===== src/rtl/sync_pkg.sv =====
// Shared constants and helpers for the synchronizer/glitch-filter bank.
// Holds default depths and the counter-width function used by each channel.
package sync_pkg;

    localparam int DEF_NUM_STAGES    = 2;
    localparam int DEF_FILTER_CYCLES = 4;

    // Bits needed to hold values 0..value-1; never less than one bit.
    function automatic int clog2(input int value);
        int width;
        int rem;
        width = 0;
        rem   = value - 1;
        while (rem > 0) begin
            width = width + 1;
            rem   = rem >> 1;
        end
        return (width < 1) ? 1 : width;
    endfunction

endpackage


===== src/rtl/sync_filter_chan.sv =====
// One channel: flop-chain synchronizer, stability counter, filtered level
// and registered rise/fall strobes.
module sync_filter_chan
    import sync_pkg::*;
#(
    parameter int   NUM_STAGES    = DEF_NUM_STAGES,
    parameter int   FILTER_CYCLES = DEF_FILTER_CYCLES,
    parameter logic RST_LEVEL     = 1'b0
) (
    input  logic clk,
    input  logic rst,
    input  logic din,
    output logic level,
    output logic rise,
    output logic fall
);

    localparam int CNT_W = clog2(FILTER_CYCLES + 1);
    localparam logic [CNT_W-1:0] CNT_LAST = CNT_W'(FILTER_CYCLES - 1);

    logic [NUM_STAGES-1:0] chain;
    logic [CNT_W-1:0]      count;
    logic                  s;
    logic                  differ;
    logic                  load;

    assign s      = chain[NUM_STAGES-1];
    assign differ = (s != level);
    assign load   = differ && (count == CNT_LAST);

    always_ff @(posedge clk or negedge rst) begin
        if (!rst) begin
            chain <= {NUM_STAGES{RST_LEVEL}};
        end else begin
            chain <= {chain[NUM_STAGES-2:0], din};
        end
    end

    // A difference must persist FILTER_CYCLES samples; any agreement restarts the count.
    always_ff @(posedge clk or negedge rst) begin
        if (!rst) begin
            count <= '0;
            level <= RST_LEVEL;
            rise  <= 1'b0;
            fall  <= 1'b0;
        end else begin
            rise <= load && s;
            fall <= load && !s;
            if (load) begin
                level <= s;
                count <= '0;
            end else if (differ) begin
                count <= count + CNT_W'(1);
            end else begin
                count <= '0;
            end
        end
    end

endmodule


===== src/rtl/sync_filter_bank.sv =====
// Bank of independent synchronize-and-debounce channels with edge strobes.
// Every output is registered except any_edge, which only ORs registered pulses.
module sync_filter_bank
    import sync_pkg::*;
#(
    parameter int                   BUS_WIDTH     = 8,
    parameter int                   NUM_STAGES    = DEF_NUM_STAGES,
    parameter int                   FILTER_CYCLES = DEF_FILTER_CYCLES,
    parameter logic [BUS_WIDTH-1:0] RST_VALUE     = '0
) (
    input  logic                 clk,
    input  logic                 rst,
    input  logic [BUS_WIDTH-1:0] async_in,
    output logic [BUS_WIDTH-1:0] sync_out,
    output logic [BUS_WIDTH-1:0] rise_pulse,
    output logic [BUS_WIDTH-1:0] fall_pulse,
    output logic                 any_edge
);

    for (genvar g = 0; g < BUS_WIDTH; g++) begin : g_chan
        sync_filter_chan #(
            .NUM_STAGES    (NUM_STAGES),
            .FILTER_CYCLES (FILTER_CYCLES),
            .RST_LEVEL     (RST_VALUE[g])
        ) u_chan (
            .clk   (clk),
            .rst   (rst),
            .din   (async_in[g]),
            .level (sync_out[g]),
            .rise  (rise_pulse[g]),
            .fall  (fall_pulse[g])
        );
    end

    assign any_edge = |{rise_pulse, fall_pulse};

endmodule


===== config.mk =====
export PLATFORM = sky130hd
export DESIGN_NAME = sync_filter_bank
export DESIGN_NICKNAME = d
export VERILOG_FILES = /design/src/rtl/sync_pkg.sv /design/src/rtl/sync_filter_chan.sv /design/src/rtl/sync_filter_bank.sv
export SDC_FILE = /design/constraint.sdc
export NUM_CORES = 1
export LEC_CHECK = 0
export CORE_MARGIN = 5
export CORE_UTILIZATION = 48
export CTS_CLUSTER_SIZE = 40
export DETAILED_ROUTE_END_ITERATION = 10
export PLACE_DENSITY = 0.74
export SLEW_MARGIN = 25
export SYNTH_ARGS = -nofsm -noshare
export SYNTH_HDL_FRONTEND = slang
export SYNTH_SLANG_ARGS = --single-unit

===== constraint.sdc =====
create_clock -name clk -period 1.22 [get_ports clk]
set_input_delay 0.183 -clock clk [delete_from_list [all_inputs] [get_ports clk]]
set_output_delay 0.183 -clock clk [all_outputs]
set_load 0.1 [all_outputs]

Word-level counts from Yosys, hierarchy flattened

Cells that the tools add are included.

Mux-type cells: 16
Eq/ne operators: 16
Add/sub/neg operators: 8
Reductions and logical operators: 33

Operator list:

| cell                  | count |
|---|---|
| $mux W3               | 16 |
| $add A3 B1 Y3 const B | 8 |
| $eq A3 B2 Y1 const B  | 8 |
| $logic_and A1 B1 Y1   | 24 |
| $reduce_or A16 Y1     | 1 |
| $logic_not A1 Y1      | 8 |
| $ne A1 B1 Y1          | 8 |

Logic and storage cells: 113
Bits of input ports: 10
Output and inout port bits: 25
Flip-flop bits (word level): 64

Longest topological paths before layout

Depth in word-level cells: 3
Gate-level depth with buffers: 4
Gate-level depth less buffers: 4

Hierarchy

Synthesis repeated with hierarchy kept, for this count alone.

Cells, all modules: 162
Area, all modules: 2323.5 µm²

Modules (own cells, without submodules):

| module                                  | instances | cells an instance | area each (µm²) | seq. area each (µm²) |
|---|---|---|---|---|
| sync_filter_chan (g_chan[0].u_chan ...) | 4         | 19                | 289.0           | 200.2 |
| sync_filter_chan (g_chan[4].u_chan ...) | 3         | 20                | 284.0           | 200.2 |
| sync_filter_chan (g_chan[6].u_chan)     | 1         | 21                | 284.0           | 200.2 |
| sync_filter_bank                        | 1         | 5                 | 31.3            | 0.0 |

Worst setup path after synthesis

Ideal clock, no wire load.

Path kind: reg2out
From: register g_chan[5].u_chan.fall
To: output port any_edge
Cell stages (with the launch flop): 3
Path slack: -515 ps
Arrival: 1552 ps
Required time: 1037 ps
Path buffers: 0
Path through: dfrtp_1 nor4_1 nand4_1

Cells in the longest elaborated chain, start to end: 1

RTL lines:

| what                   | RTL line               | text |
|---|---|---|
| from (decl)            | sync_filter_chan.sv:15 | `output logic fall` |
| from (signal assigned) | sync_filter_chan.sv:48 | `fall <= load && !s;` |
| $reduce_or A16 Y1      | sync_filter_bank.sv:35 | `assign any_edge = \|{rise_pulse, fall_pulse};` |
| to (decl)              | sync_filter_bank.sv:17 | `output logic any_edge` |

No other way between the ends.

Worst setup path after layout

From: register g_chan[2].u_chan.fall
To: output port any_edge

Cells in the longest elaborated chain, start to end: 1

RTL lines:

| what                   | RTL line |
|---|---|
| from (decl)            | sync_filter_chan.sv:15 |
| from (signal assigned) | sync_filter_chan.sv:48 |
| $reduce_or A16 Y1      | sync_filter_bank.sv:35 |

No other way between the ends.

==> metrics.csv <==
stage;metric;value;unit
run_status;run status;finished with violations;
run_status;failing checks;setup timing;
synth;async set-reset flop share out of synthesis;100;%
floorplan;effective utilization at floorplan;49.2;%
power;leakage power of the design;1.59;nW
routing;post-detailed-route count of antenna-violating nets;0;
global_route;global-route wire length before repair;6.57;mm
synth;gate count after technology mapping;184;
routing;detailed-route wire length;4.18;mm
synth;number of library cell types mapped by synthesis;16;
worst_setup_path;data required time at the worst endpoint;1040;ps
cts;H-Tree Depth;3;
routing;overall via count from detail_route;1410;
floorplan;Die ar.;6750;um^2
global_route;overall overflow remaining after global route;0;
routing;violation count after the first detailed-routing iteration;77;
final_layout;post-route insts no fill;301;
timing;period utilization;140;%
synth;Netlist Area Pre-Place;2500;um^2
synth;Synthesis Warnings;0;
worst_setup_path;worst setup path class;reg -> out;
routing;Remaining DRCs;0;
cts;CTS tree;done;
synth;number of synthesized flops with an enable pin;0;
global_route;largest net degree at the start of global routing;65;
timing;worst setup skew after layout;7.79;ps
synth;number of register bits inferred by synthesis;64;
placed_design;number of buffers inserted by port buffering;34;
flow_run;number of violations of the max-capacitance limit;0;
cts;clock-pin slew on the worst setup and hold paths;70;ps
timing;setup-violating endpoint count in the final report;5;
worst_hold_path;path category of the worst min-delay check;in -> reg;
final_layout;most frequent standard cell in the layout excluding fill and tap cells;sky130_fd_sc_hd__dfrtp_1;
placed_design;final weighted congestion of routability-driven global placement;0.770;
timing;final hold violation count;0;
floorplan;area inside the core boundary;5070;um^2
synth;fraction of the yosys area taken by sequential cells;64.1;%
routing;met2 wire length;2.23;mm
timing;Slew @ Worst Pin;325;ps
placed_design;Placed Area;3150;um^2
timing;unrepaired setup endpoints after global routing;true;
timing;Slew headroom;78.2;%
worst_setup_path;CP Capture Type;output port;
synth;Post-Syn Nets;210;
final_layout;Final nets;252;
final_layout;most used cells in the layout excluding fill and tap cells;sky130_fd_sc_hd__dfrtp_1 (59), sky130_fd_sc_hd__buf_12 (26), sky130_fd_sc_hd__nor3_1 (16), sky130_fd_sc_hd__buf_6 (15), sky130_fd_sc_hd__inv_1 (13);
global_route;vias in the first global route;1364;
global_route;aggregate global-route resource usage;13.8;%
placed_design;cell count after placement;283;
worst_setup_path;arrival time worst endpoint;1530;ps
synth;most used flip-flop cell after synthesis;sky130_fd_sc_hd__dfrtp_1;
timing;shortest clock period the worst path allows after layout;1710;ps
final_layout;design area;3480;um^2
cts;maximum number of buffers from clock root to sink;2;
cts;root buf cell;sky130_fd_sc_hd__clkbuf_8;
final_layout;antenna diode count;0;
routing;mean routed wirelength per cell;13.9;um
timing;highest clock rate;585;MHz
power;peak supply drop;1590;uV
timing;max-slew violation total from the final report;0;
final_layout;layout overhead on the synthesized area;39.3;%
routing;detailed-routed wire length on met3;168;um
worst_setup_path;Critical Path Start Type;flip-flop;
routing;post-DR vias/cell;4.68;
routing;highest metal layer used by the detailed router;met4;
floorplan;row cnt;26;
floorplan;height of the die;82.2;um
synth;Synth Area per Inst;13.6;um^2
final_layout;fraction of layout instances using a drive strength above 1;39.0;%
power;Power Density;2300;nW/um^2
cts;TritonCTS Sinks;64;
routing;Metal-1 WL;1.69;mm
global_route;antenna violations before repair;0;
placed_design;estimated wirelength of the detail-placed design;2.82;mm
cts;total CTS buffers;9;
cts;latest clock arrival within the worst-skew pair;340;ps
worst_setup_path;maximum fanout along the worst path;2;
floorplan;I/O pin cnt;35;
routing;drt pass-1 iters;4;
timing;PnR worst setup slack;-488;ps
floorplan;Die X;82.2;um
[cell type report]
cell class | instances | area, um^2
Tap cell | 70 | 87.6
Inverter | 13 | 48.8
Timing Repair Buffer | 55 | 815
Fill cell | 346 | 1600
Multi-Input combinational cell | 83 | 756
Sequential cell | 64 | 1610
Clock inverter | 4 | 20.0
Clock buffer | 12 | 145
[registers in the layout, summed over array words and instances (netlist names)]
signal	count
g_chan.u_chan.rise	8
g_chan.u_chan.level	8
g_chan.u_chan.chain	16
g_chan.u_chan.fall	8
g_chan.u_chan.count	24
[kinds of logic after synthesis]
kind of cell / Yosys count / synth area share [%]
flops: 64 / 64.1
simple gates: 51 / 13.6
buf+inv: 37 / 9.16
fa+ha+maj: 16 / 8.01
xor+xnor: 8 / 2.80
compound gates: 5 / 1.00
mux: 3 / 1.35
[worst max-delay path, cell delays in order (launching register included)]
cell                      delay [ps]
sky130_fd_sc_hd__dfrtp_1         410
sky130_fd_sc_hd__nor4_2          320
sky130_fd_sc_hd__nand4_1         230
sky130_fd_sc_hd__buf_12          230
[layer usage]
layer  vias to the layer above  global-route usage, %
li1                        678                      -
met5                         -                      0
met4                         0                   11.5
met2                        26                   20.1
met3                         7                   3.47
met1                       699                   17.3
[through the flow]
step	setup WS [ps]	setup TNS, ps	hold WS (ps)	total power (W)	utilization (%)
after global placement	-85.2	-85.2	217	0.00626	62.0
after detailed placement	-205	-252	219	0.00636	62.0
final	-488	-665	280	0.00800	68.6
after CTS	-488	-588	271	0.00794	66.6
after global routing	-526	-1090	264	0.00845	68.6
after floorplan	-515	-515	-113	0.00528	-
[power by group]
group / total, W / internal, W / leakage (nW) / switching [W]
combinational: 0.00347 / 0.00141 / 0.682 / 0.00206
sequential: 0.00301 / 0.00260 / 0.819 / 0.000405
clock: 0.00152 / 0.000779 / 0.0899 / 0.000744
[worst paths after layout]
check | slack (ps) | from | cells after the start | endpoint
hold / removal | 280 | async_in[4] | 1 | g_chan[4].u_chan.chain[0]
setup reg to reg | 20 | g_chan[5].u_chan.count[0] | 3 | g_chan[5].u_chan.level
setup / recovery | -490 | g_chan[2].u_chan.fall | 3 | any_edge
min in group asynchronous | 380 | rst | 3 | g_chan[0].u_chan.chain[0]
hold reg to reg | 350 | g_chan[6].u_chan.chain[0] | 0 | g_chan[6].u_chan.chain[1]
max in group asynchronous | 550 | rst | 3 | g_chan[5].u_chan.level
[synthesized netlist by cell type (3+ instances only)]
cell | number | area, um^2
sky130_fd_sc_hd__and3b_1 | 4 | 35.0
sky130_fd_sc_hd__buf_4 | 24 | 180
sky130_fd_sc_hd__dfrtp_1 | 64 | 1600
sky130_fd_sc_hd__ha_1 | 16 | 200
sky130_fd_sc_hd__inv_1 | 13 | 48.8
sky130_fd_sc_hd__mux2_2 | 3 | 33.8
sky130_fd_sc_hd__nand2_1 | 6 | 22.5
sky130_fd_sc_hd__nor2_1 | 6 | 22.5
sky130_fd_sc_hd__nor3_1 | 16 | 80.1
sky130_fd_sc_hd__nor3b_1 | 5 | 37.5
sky130_fd_sc_hd__nor3b_2 | 8 | 100
sky130_fd_sc_hd__nor4_1 | 4 | 25.0
sky130_fd_sc_hd__o21ai_0 | 5 | 25.0
sky130_fd_sc_hd__xnor2_1 | 8 | 70.1
[timing repair]
| action | CTS | global route |
|---|---|---|
| hold buffers | 1 | 0 |
| pin swaps | 2 | 7 |
| endpoints found under the setup margin | 10 | 30 |
| hold endpoints to repair | 64 | 0 |
| setup buffers | 2 | 5 |
| gates resized for setup | 12 | 27 |
Power figures use the tool's default switching activity.
==> RTL edit: new RTL, same settings <==
Make the reset (`rst`) synchronous in 2 clocked blocks.
--- a/src/rtl/sync_filter_chan.sv
+++ b/src/rtl/sync_filter_chan.sv
@@ -28,7 +28,7 @@
     assign differ = (s != level);
     assign load   = differ && (count == CNT_LAST);
 
-    always_ff @(posedge clk or negedge rst) begin
+    always_ff @(posedge clk) begin
         if (!rst) begin
             chain <= {NUM_STAGES{RST_LEVEL}};
         end else begin
@@ -37,7 +37,7 @@
     end
 
     // A difference must persist FILTER_CYCLES samples; any agreement restarts the count.
-    always_ff @(posedge clk or negedge rst) begin
+    always_ff @(posedge clk) begin
         if (!rst) begin
             count <= '0;
             level <= RST_LEVEL;
Behaviour: differs if rst is asserted again (counterexample within 10 cycles, from zero or initial values and one cycle with rst low); with rst held inactive, the same outputs for 10 cycles.
==> RTL edit against the original RTL <==
  * The flow still finishes with violations (negative setup slack)
  * Clock skew decreased by 1.8 ps
  * Sequential share of layout area is 8.6 points lower
  * Worst setup slack better by 150 ps
  * Global-route usage shrank 0.45 points
  * Final area decreased by 0.40%
  * Synthesized area fell by 1.0%
  * Sequential cell count is the same
  * Wire length decreased by 1.8%
  * Critical path type unchanged
Power is not compared: it rests on default switching activity, and its combinational part moved more than twofold at a synthesized area within 25%.
==> RTL edit: results (changes against the original RTL) <==
[outcome]
run_status = finished with violations  ; unchanged
violations = negative setup slack  ; unchanged

[setup_path]
r2r_end = g_chan[5].u_chan.count[0]$_SDFF_PP0_  ; was g_chan[5].u_chan.level$_DFFE_PN0P_
worst-r2r-cell-count = 4  ; was 3
r2r-start = g_chan[5].u_chan.count[0]$_SDFF_PP0_  ; was g_chan[5].u_chan.count[0]$_DFF_PN0_
data_arrival_time_of_the_critical_path_ps = 1370  ; was 1530 ps
worst_setup_path_startpoint = g_chan[5].u_chan.rise$_SDFF_PN0_  ; was g_chan[2].u_chan.fall$_DFF_PN0_
worst-r2r-setup-slack_ps = 40  ; was 20 ps

[routing]
drt-initial-drc-count = 55  ; was 77
drt-wirelength-per-cell_um = 12.5  ; was 13.9 um
drt_first_pass_iters = 3  ; was 4
via_density = 4.55  ; was 4.68
vias = 1498  ; was 1410

[sta]
finClkSkew_ps = 5.97  ; was 7.79 ps
post_layout_worst_setup_margin_ps = -336  ; was -488 ps
endpoints_failing_setup = 2  ; was 5

[placed_design]
placement.setup.worst_slack_ps = -101  ; was -205 ps
dp_hpwl_mm = 2.87  ; was 2.82 mm
placed_cells_incl_taps = 312  ; was 283
postPlaceCellArea_sq_um = 3090  ; was 3150 sq um

[power]
vdd.ir_drop.worst_mv = 0.735

[worst_hold_path]
hold_path_end = g_chan[3].u_chan.count[0]$_SDFF_PP0_  ; was g_chan[4].u_chan.chain[0]$_DFF_PN0_
worst_min_path_start = g_chan[3].u_chan.count[0]$_SDFF_PP0_  ; was async_in[4]

[synthesis]
syn_avg_cell_area_sq_um = 11.4  ; was 13.6 sq um
async_reset_ff_share_pct = 0  ; was 100%
synth_largest_type_area_fraction_pct = 51.8  ; was 64.1%
mappedNetlistNets = 243  ; was 210
seq_area_frac_synth_pct = 51.8  ; was 64.1%
post_synth_main_area_contributors = sky130_fd_sc_hd__dfxtp_1 (52%), sky130_fd_sc_hd__ha_1 (8.1%), sky130_fd_sc_hd__buf_4 (7.3%), sky130_fd_sc_hd__nor3b_2 (6.1%), sky130_fd_sc_hd__and2_1 (4.0%)  ; was sky130_fd_sc_hd__dfrtp_1 (64%), sky130_fd_sc_hd__ha_1 (8.0%), sky130_fd_sc_hd__buf_4 (7.2%), sky130_fd_sc_hd__nor3b_2 (4.0%), sky130_fd_sc_hd__nor3_1 (3.2%)
yosysUniqueCellTypes = 20  ; was 16
synth.top_cells.by_count = sky130_fd_sc_hd__dfxtp_1 (64), sky130_fd_sc_hd__buf_4 (24), sky130_fd_sc_hd__and2_1 (16), sky130_fd_sc_hd__ha_1 (16), sky130_fd_sc_hd__nor3_1 (16)  ; was sky130_fd_sc_hd__dfrtp_1 (64), sky130_fd_sc_hd__buf_4 (24), sky130_fd_sc_hd__ha_1 (16), sky130_fd_sc_hd__nor3_1 (16), sky130_fd_sc_hd__inv_1 (13)

[global_route]
grt_first_pass_wirelength_mm = 6.52  ; was 6.57 mm
total_track_usage_pct = 13.4  ; was 13.8%

[finish]
n_fill_cell = 375  ; was 346
share_of_layout_cells_above_drive_strength_1_pct = 46.3  ; was 39.0%
number_of_nets_in_the_layout = 280  ; was 252

RTL edit: per-stage QoR:
step	power [mW]	setup TNS [ps]	hold slack, ps
CTS	3.95	-340	411
global route	4.10	-475	424
finish	3.92	-356	422
floorplan	2.26	-446	310
global placement	2.30	-856	414
detailed placement	2.31	-1370	422
RTL edit: repair_timing:
action / CTS / global route
setup endpoints to repair: 4 / 31
buffers inserted: 0 / 1
gates cloned: 0 / 0
resized for setup: 11 / 34
pin swaps: 3 / 2
RTL edit: cell families (layout without fill, tap and decap cells):
| group | count (synthesis) | count (layout) | synth area share, % |
|---|---|---|---|
| XOR/XNOR | 8 | 8 | 2.83 |
| adder cells (fa/ha/maj) | 16 | 16 | 8.09 |
| buffers and inverters | 36 | 78 | 9.91 |
| flip-flops | 64 | 64 | 51.8 |
| multiplexers | 8 | 8 | 3.24 |
| AND/OR/NAND/NOR | 85 | 85 | 24.1 |
RTL edit: power groups by stage:
stage | combinational [mW] | clock (mW) | sequential (mW)
after detailed placement | 0.121 | 0 | 2.19
final | 0.145 | 1.63 | 2.14
after global routing | 0.160 | 1.79 | 2.14
after CTS | 0.121 | 1.68 | 2.14
after global placement | 0.117 | 0 | 2.19
after floorplan | 0.0761 | 0 | 2.18
RTL edit: cell type report:
cell class,instances,area (sq um),share of cell area [%]
Clock buffer,13,169,4.87
Tap cell,70,87.6,2.53
Multi-Input combinational cell,117,1100,31.8
Timing Repair Buffer,54,757,21.8
Inverter,8,30.0,0.866
Clock inverter,3,15.0,0.433
Sequential cell,64,1300,37.6
RTL edit: worst max-delay path by stage:
stage	slack, ps	cells past startpoint	end
2_1_floorplan	-450	2	any_edge
5_1_grt	-370	3	any_edge
3_5_place_dp	-100	4	g_chan[0].u_chan.rise$_SDFF_PN0_
3_3_place_gp	-60	3	any_edge
6_report	-340	3	any_edge
4_1_cts	-340	3	any_edge
RTL edit: worst max-delay path, stage by stage, from the launching register on:
cell and delay (ps):
sky130_fd_sc_hd__dfxtp_2 330, sky130_fd_sc_hd__nor4_4 310, sky130_fd_sc_hd__nand4_1 180, sky130_fd_sc_hd__buf_12 210
RTL edit: metal layers:
layer,global-route usage (%),up-vias,routed length [um]
li1,-,777,-
met1,15.2,678,1760
met2,20.8,35,2010
met3,5.37,8,241
met4,8.47,0,87
met5,0,-,0
